## config.mk

```make
export PLATFORM = sky130hd
export DESIGN_NAME = luhn_dual_acc
export DESIGN_NICKNAME = d
export VERILOG_FILES = /design/src/rtl/luhn_pkg.sv /design/src/rtl/luhn_dual_acc.sv
export SDC_FILE = /design/constraint.sdc
export NUM_CORES = 1
export LEC_CHECK = 0
export CAP_MARGIN = 25
export CORE_MARGIN = 1.5
export CORE_UTILIZATION = 54
export CTS_BUF_LIST = sky130_fd_sc_hd__clkbuf_8
export CTS_CLUSTER_DIAMETER = 100
export DETAILED_ROUTE_END_ITERATION = 10
export GPL_TIMING_DRIVEN = 0
export PLACE_DENSITY = 0.76
export SYNTH_ARGS = -nofsm -noshare
export SYNTH_HDL_FRONTEND = slang
export SYNTH_SLANG_ARGS = --single-unit
```

## constraint.sdc

```tcl
create_clock -name clk -period 3.28 [get_ports clk]
set_clock_uncertainty 0.05 [all_clocks]
set_input_delay 0.656 -clock clk [delete_from_list [all_inputs] [get_ports clk]]
set_output_delay 0.656 -clock clk [all_outputs]
set_load 0.005 [all_outputs]
```

## src/rtl/luhn_pkg.sv

```systemverilog
// Shared types and helpers for the streaming Luhn engine.
// Holds the FSM state encoding, the mode constants and the mod-10 arithmetic.
package luhn_pkg;

   typedef enum logic [1:0] {
      IDLE,
      ACCUM,
      EVAL,
      RESULT
   } state_t;

   localparam logic MODE_VALIDATE = 1'b0;
   localparam logic MODE_GENERATE = 1'b1;

   // Doubled digit with its two decimal digits summed, so the result is always 0..9.
   function automatic logic [3:0] luhn_dbl(input logic [3:0] d);
      logic [3:0] r;
      case (d)
         4'd0:    r = 4'd0;
         4'd1:    r = 4'd2;
         4'd2:    r = 4'd4;
         4'd3:    r = 4'd6;
         4'd4:    r = 4'd8;
         4'd5:    r = 4'd1;
         4'd6:    r = 4'd3;
         4'd7:    r = 4'd5;
         4'd8:    r = 4'd7;
         4'd9:    r = 4'd9;
         default: r = 4'd0;
      endcase
      return r;
   endfunction

   function automatic logic [3:0] add_mod10(input logic [3:0] a, input logic [3:0] b);
      logic [4:0] s;
      s = {1'b0, a} + {1'b0, b};
      if (s >= 5'd10) begin
         s = s - 5'd10;
      end
      return s[3:0];
   endfunction

endpackage

```

## src/rtl/luhn_dual_acc.sv

```systemverilog
// Two mod-10 Luhn accumulators, one per possible parity of the final string length.
// Both are kept because which digits are doubled is only known once the last digit arrives.
module luhn_dual_acc
   import luhn_pkg::*;
(
   input  logic       clk,
   input  logic       rst_n,
   input  logic       clear,
   input  logic       en,
   input  logic [3:0] digit,
   input  logic       sel_odd_len,
   output logic [3:0] sum
);

   logic [3:0] acc_e_q, acc_e_d;
   logic [3:0] acc_o_q, acc_o_d;
   logic       odd_idx_q, odd_idx_d;
   logic [3:0] base_e, base_o;
   logic       base_odd;

   // acc_e doubles even left-indices, acc_o doubles odd ones; clear restarts at index 0.
   always_comb begin
      base_e    = clear ? 4'd0 : acc_e_q;
      base_o    = clear ? 4'd0 : acc_o_q;
      base_odd  = clear ? 1'b0 : odd_idx_q;
      acc_e_d   = base_e;
      acc_o_d   = base_o;
      odd_idx_d = base_odd;
      if (en) begin
         if (base_odd) begin
            acc_e_d = add_mod10(base_e, digit);
            acc_o_d = add_mod10(base_o, luhn_dbl(digit));
         end else begin
            acc_e_d = add_mod10(base_e, luhn_dbl(digit));
            acc_o_d = add_mod10(base_o, digit);
         end
         odd_idx_d = ~base_odd;
      end
   end

   always_ff @(posedge clk) begin
      if (!rst_n) begin
         acc_e_q   <= 4'd0;
         acc_o_q   <= 4'd0;
         odd_idx_q <= 1'b0;
      end else begin
         acc_e_q   <= acc_e_d;
         acc_o_q   <= acc_o_d;
         odd_idx_q <= odd_idx_d;
      end
   end

   assign sum = sel_odd_len ? acc_o_q : acc_e_q;

endmodule

```

==> run_summary.xml, run 1 <==
<?xml version="1.0" encoding="UTF-8"?>
<metrics>
  <group name="timing">
    <metric name="report.final.slew_viol_count" unit="">0</metric>
    <metric name="holdWs" unit="ns">0.6687</metric>
    <metric name="max_clock_freq" unit="MHz">314.8</metric>
    <metric name="fin_crit_sh" unit="%">96.84</metric>
    <metric name="hold_viol" unit="">0</metric>
    <metric name="finalCriticalPeriod" unit="ns">3.176</metric>
    <metric name="tns" unit="ns">0</metric>
    <metric name="finalSetupViolations" unit="">0</metric>
    <metric name="slew_margin_rel" unit="%">63.26</metric>
    <metric name="timing_worst_slew_pin_value" unit="ns">0.5372</metric>
  </group>
  <group name="die">
    <metric name="io_pins" unit="">13</metric>
    <metric name="fp.dieArea" unit="sq mm">0.003101</metric>
    <metric name="coreArea" unit="sq mm">0.002545</metric>
    <metric name="die_h" unit="microns">55.69</metric>
    <metric name="fp-row-count" unit="">18</metric>
    <metric name="initial_utilization" unit="%">58.90</metric>
    <metric name="die-width" unit="microns">55.69</metric>
  </group>
  <group name="yosys">
    <metric name="yosysSeqAreaShare" unit="%">12.02</metric>
    <metric name="synth_nets" unit="">227</metric>
    <metric name="yosys-top-cells-area" unit="">sky130_fd_sc_hd__ha_1, sky130_fd_sc_hd__dfxtp_1, sky130_fd_sc_hd__fa_1, sky130_fd_sc_hd__o21ai_0, sky130_fd_sc_hd__inv_1</metric>
    <metric name="post_synth.cell_area_avg" unit="sq um">7.687</metric>
    <metric name="synth.largest_area_cell" unit="">sky130_fd_sc_hd__ha_1</metric>
    <metric name="synth_async_sr_flop_share" unit="%">0</metric>
    <metric name="ys_dominant_reg_cell" unit="">sky130_fd_sc_hd__dfxtp_1</metric>
    <metric name="synth_enable_flop_cells" unit="">0</metric>
    <metric name="synth.cell_area" unit="sq mm">0.001499</metric>
    <metric name="synth_cell_types" unit="">47</metric>
    <metric name="syn-instance-count" unit="">195</metric>
    <metric name="synth.yosys.warnings" unit="">0</metric>
    <metric name="ys_ff_latch" unit="">9</metric>
    <metric name="synth_top_cell_area_share" unit="%">15.86</metric>
  </group>
  <group name="min_path">
    <metric name="launch_instance_of_the_worst_min_delay_path" unit="">acc_e_q[0]</metric>
    <metric name="hold_path_class" unit="">reg -&gt; reg</metric>
    <metric name="min_path_cells" unit="">3</metric>
    <metric name="whs_endpoint" unit="">acc_e_q[0]</metric>
  </group>
  <group name="route">
    <metric name="drt_first_pass_iters" unit="">4</metric>
    <metric name="post_drt_wl_per_cell" unit="microns">16.52</metric>
    <metric name="vias" unit="">1564</metric>
    <metric name="first_iter_violations" unit="">123</metric>
    <metric name="drt_antenna_net_count" unit="">0</metric>
    <metric name="detail_route.wirelength" unit="microns">4096</metric>
    <metric name="drc" unit="">0</metric>
    <metric name="route.detailed.vias_per_inst" unit="">6.306</metric>
  </group>
  <group name="setup_path">
    <metric name="critical_path.reg2reg.endpoint" unit="">acc_e_q[2]</metric>
    <metric name="crit_fanout" unit="">10</metric>
    <metric name="worstReg2RegStart" unit="">acc_e_q[0]</metric>
    <metric name="r2r_setup_slack" unit="ns">0.52</metric>
    <metric name="worstSetupEndpointType" unit="">register</metric>
    <metric name="timing.critical_path.required" unit="ns">3.41</metric>
    <metric name="worstSetupPathType" unit="">in -&gt; reg</metric>
    <metric name="timing.reg2reg.worst_path_depth" unit="">11</metric>
    <metric name="start_kind" unit="">input pin</metric>
    <metric name="critPathArrivalTime" unit="ns">3.31</metric>
  </group>
  <group name="clock_tree">
    <metric name="numCtsBuffers" unit="">3</metric>
    <metric name="cts.hold.buffers_added" unit="">0</metric>
    <metric name="clk_path_buf_depth" unit="">2</metric>
    <metric name="clock_tree.root_cell" unit="">sky130_fd_sc_hd__clkbuf_8</metric>
    <metric name="cts.htree.levels" unit="">1</metric>
    <metric name="cts.sink_count" unit="">9</metric>
    <metric name="clk_transition_reported_paths" unit="ns">0.04</metric>
    <metric name="worst_skew_pair.late_latency" unit="ns">0.23</metric>
    <metric name="cts_tree" unit="">built</metric>
  </group>
  <group name="final_layout">
    <metric name="layout-area-overhead-vs-synth" unit="%">21.95</metric>
    <metric name="insertedDiodeCount" unit="">0</metric>
    <metric name="seqCellArea" unit="sq um">180.2</metric>
    <metric name="fillerInstances" unit="">204</metric>
    <metric name="multi_input_comb_area" unit="sq mm">0.001326</metric>
    <metric name="fraction_of_layout_instances_using_a_drive_strength_above_1" unit="%">19.27</metric>
    <metric name="number_of_nets_in_the_final_layout" unit="">251</metric>
  </group>
  <group name="pwr">
    <metric name="max-vdd-ir-drop" unit="V">0.0004303</metric>
    <metric name="power.density" unit="mW/mm^2">292.2</metric>
    <metric name="power.total" unit="mW">0.5341</metric>
    <metric name="power_leakage" unit="nW">0.8252</metric>
  </group>
  <group name="grt">
    <metric name="first_pass_grt_wire_length" unit="microns">6969</metric>
    <metric name="track_usage" unit="%">27.63</metric>
    <metric name="initial_antenna_violation_count" unit="">0</metric>
    <metric name="grt_start_max_net_pins" unit="">11</metric>
    <metric name="first_global_vias" unit="">1575</metric>
    <metric name="globalRouteOverflowTotal" unit="">0</metric>
  </group>
  <group name="flow_run">
    <metric name="drv_cap" unit="">0</metric>
  </group>
  <group name="placed_design">
    <metric name="portBuffers" unit="">12</metric>
    <metric name="globalplace.congestion" unit="">0.9635</metric>
    <metric name="hpwl" unit="microns">3090</metric>
  </group>
  <group name="run_status">
    <metric name="status" unit="">complete, no violations</metric>
  </group>
</metrics>
## cells in the mapped netlist (5+ instances only)
master and number:
sky130_fd_sc_hd__a21oi_1 11, sky130_fd_sc_hd__and2b_1 6, sky130_fd_sc_hd__dfxtp_1 9, sky130_fd_sc_hd__ha_1 19, sky130_fd_sc_hd__inv_1 15, sky130_fd_sc_hd__nand2_1 13
sky130_fd_sc_hd__nand2b_1 8, sky130_fd_sc_hd__nand3_1 11, sky130_fd_sc_hd__nor2_1 12, sky130_fd_sc_hd__nor2b_1 5, sky130_fd_sc_hd__o21ai_0 12
## through the flow
step                setup slack (ns)  area (sq um)  utilization, %  instances
global placement             -0.9379          1663           65.34        237
CTS                         0.002425          1779           69.91        247
global route                -0.02239          1828           71.83        248
detailed placement            -1.056          1663           65.34        237
floorplan                    0.01922          1505               -        195
finish                        0.1037          1828           71.83        248
## routing by layer
metal  GRT usage, %  part of all wire (%)  vias up
met5              0                     0        -
met1          32.62                    42      753
met2          49.15                    51       42
li1               -                     -      757
met4          10.80                   2.4        0
met3          4.884                   4.5       12
## layout by cell type, fill, tap and decap left out, drive strengths merged, types with 3 or more instances in the layout
master          n
clkdlybuf4s50   7
nor2b           5
nand2b          8
ha             19
xor2            4
a211oi          4
and3            5
xnor2           3
mux2            5
a21oi          11
a31oi           3
o21ai          12
a211o           4
dfxtp           9
a21boi          3
nor3            4
inv            16
nor2           12
nand2          13
fa              4
nand3          11
buf            11
and2b           6
clkbuf          8
## layout make-up
type                       count  share of cell area (%)
multi-input combinational    166                   72.55
sequential                     9                   9.856
timing repair buffer          19                   8.556
inverter                      15                   3.080
clock buffer                   3                   2.259
tap                           30                   2.053
buffer                         5                   1.437
clock inverter                 1                  0.2053
## cell families (layout without fill, tap and decap cells)
family,Yosys count,after routing,share of synthesized area [%]
compound gates,54,54,24.62
simple gates,75,75,27.21
xor+xnor,7,7,4.090
mux,7,7,5.342
flops,9,9,12.02
buf+inv,20,43,5.509
fa+ha+maj,23,23,21.20
## worst max path at each step
stage | startpoint | end | slack (ns)
final | clear | acc_e_q[2] | 0.10
after global placement | digit[1] | acc_e_q[2] | -0.94
after detailed placement | digit[1] | acc_e_q[2] | -1.06
after CTS | digit[3] | acc_e_q[2] | 0.002
after floorplan | digit[1] | acc_e_q[2] | 0.02
after global routing | clear | acc_e_q[2] | -0.02
## critical path: stages
cell	delay, ns
sky130_fd_sc_hd__clkdlybuf4s15_2	0.25
sky130_fd_sc_hd__and2b_2	0.27
sky130_fd_sc_hd__ha_1	0.22
sky130_fd_sc_hd__fa_2	0.38
sky130_fd_sc_hd__xor2_2	0.20
sky130_fd_sc_hd__inv_1	0.12
sky130_fd_sc_hd__ha_4	0.18
sky130_fd_sc_hd__o21ai_0	0.09
sky130_fd_sc_hd__a211o_1	0.35
sky130_fd_sc_hd__and2_1	0.18
sky130_fd_sc_hd__a211o_1	0.32
sky130_fd_sc_hd__nand3_1	0.08
## registers in the layout (all words and copies together), names as in the netlist
name and cells:
acc_o_q 4, acc_e_q 4, odd_idx_q 1
## power breakdown
part / internal (mW) / total [mW] / switching (mW)
clock network: 0.0815 / 0.126 / 0.0448
registers: 0.119 / 0.124 / 0.00518
logic: 0.129 / 0.283 / 0.154
## what timing repair did
action	in CTS	in global routing
endpoints found under the hold margin	0	0
setup endpoints to repair	6	5
setup buffers	6	1
pin swaps	7	7
gates resized for setup	28	18
(Power assumes the default switching activity.)
==> run 2, diff against run 1 <==
--- a/config.mk
+++ b/config.mk
@@ -7,12 +7,12 @@
 export LEC_CHECK = 0
 export CAP_MARGIN = 25
 export CORE_MARGIN = 1.5
-export CORE_UTILIZATION = 54
+export CORE_UTILIZATION = 60
 export CTS_BUF_LIST = sky130_fd_sc_hd__clkbuf_8
 export CTS_CLUSTER_DIAMETER = 100
 export DETAILED_ROUTE_END_ITERATION = 10
 export GPL_TIMING_DRIVEN = 0
-export PLACE_DENSITY = 0.76
+export PLACE_DENSITY = 0.8
 export SYNTH_ARGS = -nofsm -noshare
 export SYNTH_HDL_FRONTEND = slang
 export SYNTH_SLANG_ARGS = --single-unit
==> constraint.sdc (replaced) <==
create_clock -name clk -period 3.4 [get_ports clk]
set_clock_uncertainty 0.05 [all_clocks]
set_input_delay 0.68 -clock clk [delete_from_list [all_inputs] [get_ports clk]]
set_output_delay 0.68 -clock clk [all_outputs]
set_load 0.005 [all_outputs]
==> run 2 against run 1 <==
  * First-iteration DRC count is 41% lower
  * Setup slack got worse by 0.015 ns
  * Design area decreased by 3.0%
  * Largest cell class unchanged
==> run_summary.xml, run 2 (synthesis results as in run 1) <==
<?xml version="1.0" encoding="UTF-8"?>
<metrics>
  <group name="clock_tree">
    <metric name="cts.htree.levels" unit="">1</metric>
    <metric name="worst_skew_pair.late_latency" unit="ns">0.23</metric>
    <metric name="cts.sink_count" unit="">9</metric>
    <metric name="numCtsBuffers" unit="">3</metric>
    <metric name="clk_path_buf_depth" unit="">2</metric>
    <metric name="cts.hold.buffers_added" unit="">0</metric>
    <metric name="clock_tree.root_cell" unit="">sky130_fd_sc_hd__clkbuf_8</metric>
    <metric name="cts_tree" unit="">built</metric>
    <metric name="clk_transition_reported_paths" unit="ns">0.04</metric>
  </group>
  <group name="pwr">
    <metric name="power_leakage" unit="nW">0.8050</metric>
    <metric name="power.density" unit="mW/mm^2">281.7</metric>
    <metric name="power.total" unit="mW">0.4995</metric>
    <metric name="max-vdd-ir-drop" unit="V">0.0003221</metric>
  </group>
  <group name="setup_path">
    <metric name="worstSetupPathType" unit="">in -&gt; reg</metric>
    <metric name="critPathArrivalTime" unit="ns">3.43</metric>
    <metric name="crit_fanout" unit="">8</metric>
    <metric name="worstSetupEndpointType" unit="">register</metric>
    <metric name="timing.critical_path.required" unit="ns">3.52</metric>
    <metric name="start_kind" unit="">input pin</metric>
  </group>
  <group name="die">
    <metric name="io_pins" unit="">13</metric>
    <metric name="initial_utilization" unit="%">65.86</metric>
    <metric name="die-width" unit="microns">52.98</metric>
    <metric name="fp.dieArea" unit="sq mm">0.002807</metric>
    <metric name="fp-row-count" unit="">17</metric>
    <metric name="coreArea" unit="sq mm">0.002276</metric>
    <metric name="die_h" unit="microns">52.98</metric>
  </group>
  <group name="placed_design">
    <metric name="hpwl" unit="microns">3040</metric>
    <metric name="preCtsSetupSlack" unit="ns">-0.9988</metric>
    <metric name="postPlaceCellArea" unit="sq mm">0.001654</metric>
    <metric name="globalplace.congestion" unit="">0.9034</metric>
    <metric name="placedCellCount" unit="">235</metric>
    <metric name="portBuffers" unit="">12</metric>
  </group>
  <group name="route">
    <metric name="post_drt_wl_per_cell" unit="microns">16.51</metric>
    <metric name="drt_antenna_net_count" unit="">0</metric>
    <metric name="route.detailed.vias_per_inst" unit="">6.421</metric>
    <metric name="drc" unit="">0</metric>
    <metric name="detail_route.wirelength" unit="microns">3995</metric>
    <metric name="drt_first_pass_iters" unit="">4</metric>
    <metric name="vias" unit="">1554</metric>
    <metric name="first_iter_violations" unit="">73</metric>
  </group>
  <group name="flow_run">
    <metric name="drv_cap" unit="">0</metric>
  </group>
  <group name="timing">
    <metric name="fin_crit_sh" unit="%">97.38</metric>
    <metric name="post-route-worst-setup-slack" unit="ns">0.08901</metric>
    <metric name="hold_viol" unit="">0</metric>
    <metric name="holdWs" unit="ns">0.6577</metric>
    <metric name="finalSetupViolations" unit="">0</metric>
    <metric name="timing_worst_slew_pin_value" unit="ns">0.5365</metric>
    <metric name="report.final.slew_viol_count" unit="">0</metric>
    <metric name="max_clock_freq" unit="MHz">302.0</metric>
    <metric name="slew_margin_rel" unit="%">63.31</metric>
    <metric name="finalCriticalPeriod" unit="ns">3.311</metric>
  </group>
  <group name="final_layout">
    <metric name="fraction_of_layout_instances_using_a_drive_strength_above_1" unit="%">15.42</metric>
    <metric name="fillerInstances" unit="">182</metric>
    <metric name="layout-area-overhead-vs-synth" unit="%">18.28</metric>
    <metric name="stdcell_area" unit="sq mm">0.001773</metric>
    <metric name="layout_common_cells" unit="">sky130_fd_sc_hd__ha_1, sky130_fd_sc_hd__inv_1, sky130_fd_sc_hd__nand2_1, sky130_fd_sc_hd__nor2_1, sky130_fd_sc_hd__nand3_1</metric>
    <metric name="layout.cells.most_common" unit="">sky130_fd_sc_hd__ha_1</metric>
    <metric name="fin_cells" unit="">242</metric>
    <metric name="number_of_nets_in_the_final_layout" unit="">247</metric>
    <metric name="insertedDiodeCount" unit="">0</metric>
    <metric name="reg_top3" unit="">acc_e_q: 4 flops, acc_o_q: 4 flops, odd_idx_q: 1 flops</metric>
  </group>
  <group name="grt">
    <metric name="initial_antenna_violation_count" unit="">0</metric>
    <metric name="globalRouteOverflowTotal" unit="">0</metric>
    <metric name="first_global_vias" unit="">1444</metric>
    <metric name="grt_start_max_net_pins" unit="">11</metric>
    <metric name="track_usage" unit="%">31.21</metric>
    <metric name="first_pass_grt_wire_length" unit="microns">6465</metric>
  </group>
  <group name="min_path">
    <metric name="hold_path_class" unit="">reg -&gt; reg</metric>
  </group>
  <group name="run_status">
    <metric name="status" unit="">complete, no violations</metric>
  </group>
</metrics>
==> run 2: metrics by stage <==
step           util (%)   TNS, ns
2_1_floorplan         -         0
3_3_place_gp      72.68    -3.285
5_1_grt           77.90  -0.05058
3_5_place_dp      72.68    -3.866
4_1_cts           76.91         0
6_report          77.90         0
==> run 2: metal layers <==
metal  vias to the layer above  GRT usage (%)  part of all wire [%]
met4                         0          8.120                  0.93
met3                         4          6.497                   6.7
met2                        72          55.63                    49
met1                       730          37.63                    43
met5                         -              0                     0
li1                        748              -                     -
==> run 2: worst paths after layout <==
kind | from | slack [ns] | to | depth (start not counted)
worst min-delay path | acc_e_q[0] | 0.66 | acc_e_q[0] | 3
worst max-delay path | digit[2] | 0.09 | acc_e_q[2] | 14
worst max register to register | acc_e_q[0] | 0.57 | acc_e_q[1] | 11
worst min register to register | acc_e_q[0] | 0.66 | acc_e_q[0] | 3
==> run 2: critical path, stage by stage <==
cell and delay, ns:
sky130_fd_sc_hd__clkdlybuf4s15_2 0.31, sky130_fd_sc_hd__nand2b_4 0.09, sky130_fd_sc_hd__o22ai_4 0.20, sky130_fd_sc_hd__ha_1 0.21
sky130_fd_sc_hd__inv_1 0.07, sky130_fd_sc_hd__fa_2 0.37, sky130_fd_sc_hd__xor2_2 0.20, sky130_fd_sc_hd__ha_2 0.22
sky130_fd_sc_hd__inv_1 0.07, sky130_fd_sc_hd__a21oi_2 0.15, sky130_fd_sc_hd__o21ai_1 0.13, sky130_fd_sc_hd__and3_1 0.19
sky130_fd_sc_hd__or4_1 0.47, sky130_fd_sc_hd__nand3_1 0.08
==> run 2: cell type report <==
class                           count  area [sq um]  area share (%)
Buffer                              5         26.28           1.482
Clock buffer                        3         41.29           2.329
Clock inverter                      1         3.754          0.2117
Inverter                           15         56.30           3.176
Multi-Input combinational cell    166          1306           73.68
Sequential cell                     9         180.2           10.16
Tap cell                           28         35.03           1.976
Timing Repair Buffer               15         123.9           6.987
==> run 2: power breakdown <==
part	internal [mW]	switching, mW
logic	0.114	0.143
clock network	0.0788	0.0438
registers	0.115	0.00498
total	0.308	0.192
==> run 2: what timing repair did <==
action,CTS,global route
gates resized for setup,23,13
setup endpoints to repair,6,5
buffers inserted,2,1
pin swaps,3,1
==> run 3, diff against run 2 <==
--- a/config.mk
+++ b/config.mk
@@ -7,12 +7,11 @@
 export LEC_CHECK = 0
 export CAP_MARGIN = 25
 export CORE_MARGIN = 1.5
-export CORE_UTILIZATION = 60
-export CTS_BUF_LIST = sky130_fd_sc_hd__clkbuf_8
+export CORE_UTILIZATION = 58
 export CTS_CLUSTER_DIAMETER = 100
 export DETAILED_ROUTE_END_ITERATION = 10
 export GPL_TIMING_DRIVEN = 0
-export PLACE_DENSITY = 0.8
+export PLACE_DENSITY = 0.78
 export SYNTH_ARGS = -nofsm -noshare
 export SYNTH_HDL_FRONTEND = slang
 export SYNTH_SLANG_ARGS = --single-unit
==> run 3 against run 2 <==
  * Setup slack gained 0.051 ns
  * Cell count increased by 0.83%
  * Utilization shrank 8.0 points
  * Combinational power fell by 3%
  * Maximum frequency up 1.6%
  * Largest cell class unchanged
==> run_summary.xml, run 3 (synthesis results as in run 1) <==
<?xml version="1.0" encoding="UTF-8"?>
<metrics>
  <group name="timing">
    <metric name="max_clock_freq" unit="MHz">306.8</metric>
    <metric name="slew_margin_rel" unit="%">56.77</metric>
    <metric name="finalSetupViolations" unit="">0</metric>
    <metric name="tns" unit="ns">0</metric>
    <metric name="hold_viol" unit="">0</metric>
    <metric name="rsz_0062_raised_after_global_routing" unit="">false</metric>
    <metric name="timing_worst_slew_pin_value" unit="ns">0.6321</metric>
    <metric name="finalCriticalPeriod" unit="ns">3.260</metric>
    <metric name="report.final.slew_viol_count" unit="">0</metric>
    <metric name="fin_crit_sh" unit="%">95.88</metric>
  </group>
  <group name="die">
    <metric name="fp-row-count" unit="">18</metric>
    <metric name="die-width" unit="microns">53.84</metric>
    <metric name="io_pins" unit="">13</metric>
    <metric name="initial_utilization" unit="%">61.06</metric>
    <metric name="coreArea" unit="sq mm">0.002455</metric>
    <metric name="fp.dieArea" unit="sq mm">0.002898</metric>
    <metric name="die_h" unit="microns">53.84</metric>
  </group>
  <group name="route">
    <metric name="route.detailed.vias_per_inst" unit="">6.283</metric>
    <metric name="post_drt_wl_per_cell" unit="microns">15.92</metric>
    <metric name="drt_first_pass_iters" unit="">4</metric>
    <metric name="first_iter_violations" unit="">56</metric>
    <metric name="drt_antenna_net_count" unit="">0</metric>
    <metric name="drc" unit="">0</metric>
    <metric name="detail_route.wirelength" unit="microns">3885</metric>
    <metric name="vias" unit="">1533</metric>
  </group>
  <group name="final_layout">
    <metric name="reg_top3" unit="">acc_e_q: 4 flops, acc_o_q: 4 flops, odd_idx_q: 1 flops</metric>
    <metric name="insertedDiodeCount" unit="">0</metric>
    <metric name="finalCoreUtilization" unit="%">69.88</metric>
    <metric name="layout-area-overhead-vs-synth" unit="%">14.44</metric>
    <metric name="layout_common_cells" unit="">sky130_fd_sc_hd__ha_1, sky130_fd_sc_hd__inv_1, sky130_fd_sc_hd__nand2_1, sky130_fd_sc_hd__nor2_1, sky130_fd_sc_hd__nand3_1</metric>
    <metric name="fraction_of_layout_instances_using_a_drive_strength_above_1" unit="%">13.55</metric>
    <metric name="layout.cells.most_common" unit="">sky130_fd_sc_hd__ha_1</metric>
    <metric name="fillerInstances" unit="">209</metric>
    <metric name="number_of_nets_in_the_final_layout" unit="">247</metric>
  </group>
  <group name="setup_path">
    <metric name="start_kind" unit="">input pin</metric>
    <metric name="critPathMaxStageDelay" unit="ns">0.62</metric>
    <metric name="timing.critical_path.required" unit="ns">3.56</metric>
    <metric name="path_cells" unit="">buf_2 -&gt; nand2b_1 -&gt; nor2_1 -&gt; a21oi_1 -&gt; o2bb2ai_2 -&gt; inv_2 -&gt; fa_2 -&gt; ha_2 -&gt; inv_1 -&gt; a21oi_2 -&gt; o21ai_1 -&gt; and3_1 -&gt; or4_1 -&gt; nand3_1</metric>
    <metric name="worstSetupEndpointType" unit="">register</metric>
    <metric name="critPathArrivalTime" unit="ns">3.42</metric>
    <metric name="timing.critical_path.slowest_stage_cell" unit="">sky130_fd_sc_hd__fa_2</metric>
    <metric name="cpLargestDelayFamily" unit="">simple AND/OR/NAND/NOR gates</metric>
    <metric name="worstSetupPathType" unit="">in -&gt; reg</metric>
    <metric name="critPathBufInv" unit="">3</metric>
    <metric name="crit_fanout" unit="">8</metric>
  </group>
  <group name="run_status">
    <metric name="status" unit="">complete, no violations</metric>
  </group>
  <group name="grt">
    <metric name="grt_start_max_net_pins" unit="">11</metric>
    <metric name="first_global_vias" unit="">1451</metric>
    <metric name="track_usage" unit="%">29.29</metric>
    <metric name="globalRouteOverflowTotal" unit="">0</metric>
    <metric name="initial_antenna_violation_count" unit="">0</metric>
    <metric name="first_pass_grt_wire_length" unit="microns">6258</metric>
  </group>
  <group name="placed_design">
    <metric name="hpwl" unit="microns">3077</metric>
    <metric name="globalplace.congestion" unit="">0.8999</metric>
    <metric name="portBuffers" unit="">12</metric>
  </group>
  <group name="clock_tree">
    <metric name="clk_path_buf_depth" unit="">2</metric>
    <metric name="cts.sink_count" unit="">9</metric>
    <metric name="worst_skew_pair.late_latency" unit="ns">0.26</metric>
    <metric name="cts.htree.levels" unit="">1</metric>
    <metric name="clock_tree.root_cell" unit="">sky130_fd_sc_hd__clkbuf_4</metric>
    <metric name="cts_tree" unit="">built</metric>
    <metric name="numCtsBuffers" unit="">3</metric>
    <metric name="clk_transition_reported_paths" unit="ns">0.06</metric>
  </group>
  <group name="pwr">
    <metric name="max-vdd-ir-drop" unit="V">0.0003110</metric>
    <metric name="power.density" unit="mW/mm^2">264.4</metric>
    <metric name="power_leakage" unit="nW">0.7805</metric>
  </group>
  <group name="min_path">
    <metric name="hold_path_class" unit="">reg -&gt; reg</metric>
  </group>
  <group name="flow_run">
    <metric name="drv_cap" unit="">0</metric>
  </group>
</metrics>
## run 3: changes by cell type in the layout (fill, tap and decap cells not counted), moves of 2 or more
| cell | change |
|---|---|
| sky130_fd_sc_hd__inv_1 | -2 |
| sky130_fd_sc_hd__nand2b_1 | +2 |
| sky130_fd_sc_hd__clkbuf_2 | +2 |
| sky130_fd_sc_hd__nand2b_4 | -2 |
| sky130_fd_sc_hd__clkbuf_4 | +3 |
| sky130_fd_sc_hd__clkbuf_8 | -3 |
## run 3: metal layers
layer	vias up	share of wire, %	GRT usage (%)
li1	748	-	-
met1	731	42	35.09
met2	41	52	53.05
met3	13	3.5	4.167
met4	0	2.7	9.402
met5	-	0	0
## run 3: per-stage QoR
step                      setup WS (ns)  hold WS (ns)  instances  total power, mW  instance area (sq um)
after floorplan                 0.06201        0.5707        195           0.2841                   1499
after global placement          -0.9532        0.6230        237           0.3392                   1657
after detailed placement         -1.053        0.6259        237           0.3522                   1657
after CTS                      0.009879        0.6528        244           0.4474                   1728
after global routing            0.01278        0.7124        244           0.4823                   1715
final                            0.1400        0.6569        244           0.4535                   1715
## run 3: final cells by class
type / count / area (sq um) / share of cell area [%]
Sequential cell: 9 / 180.2 / 10.50
Multi-Input combinational cell: 166 / 1271 / 74.11
Buffer: 5 / 26.28 / 1.532
Inverter: 15 / 56.30 / 3.282
Tap cell: 30 / 37.54 / 2.188
Clock buffer: 4 / 26.28 / 1.532
Timing Repair Buffer: 15 / 117.6 / 6.856
## run 3: worst paths after layout
| check | startpoint | end | slack [ns] | depth (start not counted) |
|---|---|---|---|---|
| max | digit[1] | acc_e_q[2] | 0.14 | 14 |
| min | acc_e_q[0] | acc_e_q[0] | 0.66 | 3 |
| max reg2reg | acc_e_q[0] | acc_e_q[2] | 0.54 | 11 |
| min reg2reg | acc_e_q[0] | acc_e_q[0] | 0.66 | 3 |
## run 3: repair_timing
action	4_1_cts	5_1_grt
setup buffers	3	0
hold buffers	0	0
pin swaps	3	2
resized for setup	21	9
endpoints found under the setup margin	6	4
## run 3: tightest hold or removal path: cells and delay by family, from the launching register on
| family | cells | cell delay (ns) |
|---|---|---|
| compound gates | 1 | 0.05 |
| simple gates | 2 | 0.30 |
| flops | 1 | 0.31 |
## run 3: power by group
group	switching [mW]	total (mW)	internal, mW
clock	0.0390	0.0843	0.0453
combinational	0.140	0.250	0.110
sequential	0.00466	0.119	0.114
total	0.184	0.453	0.269
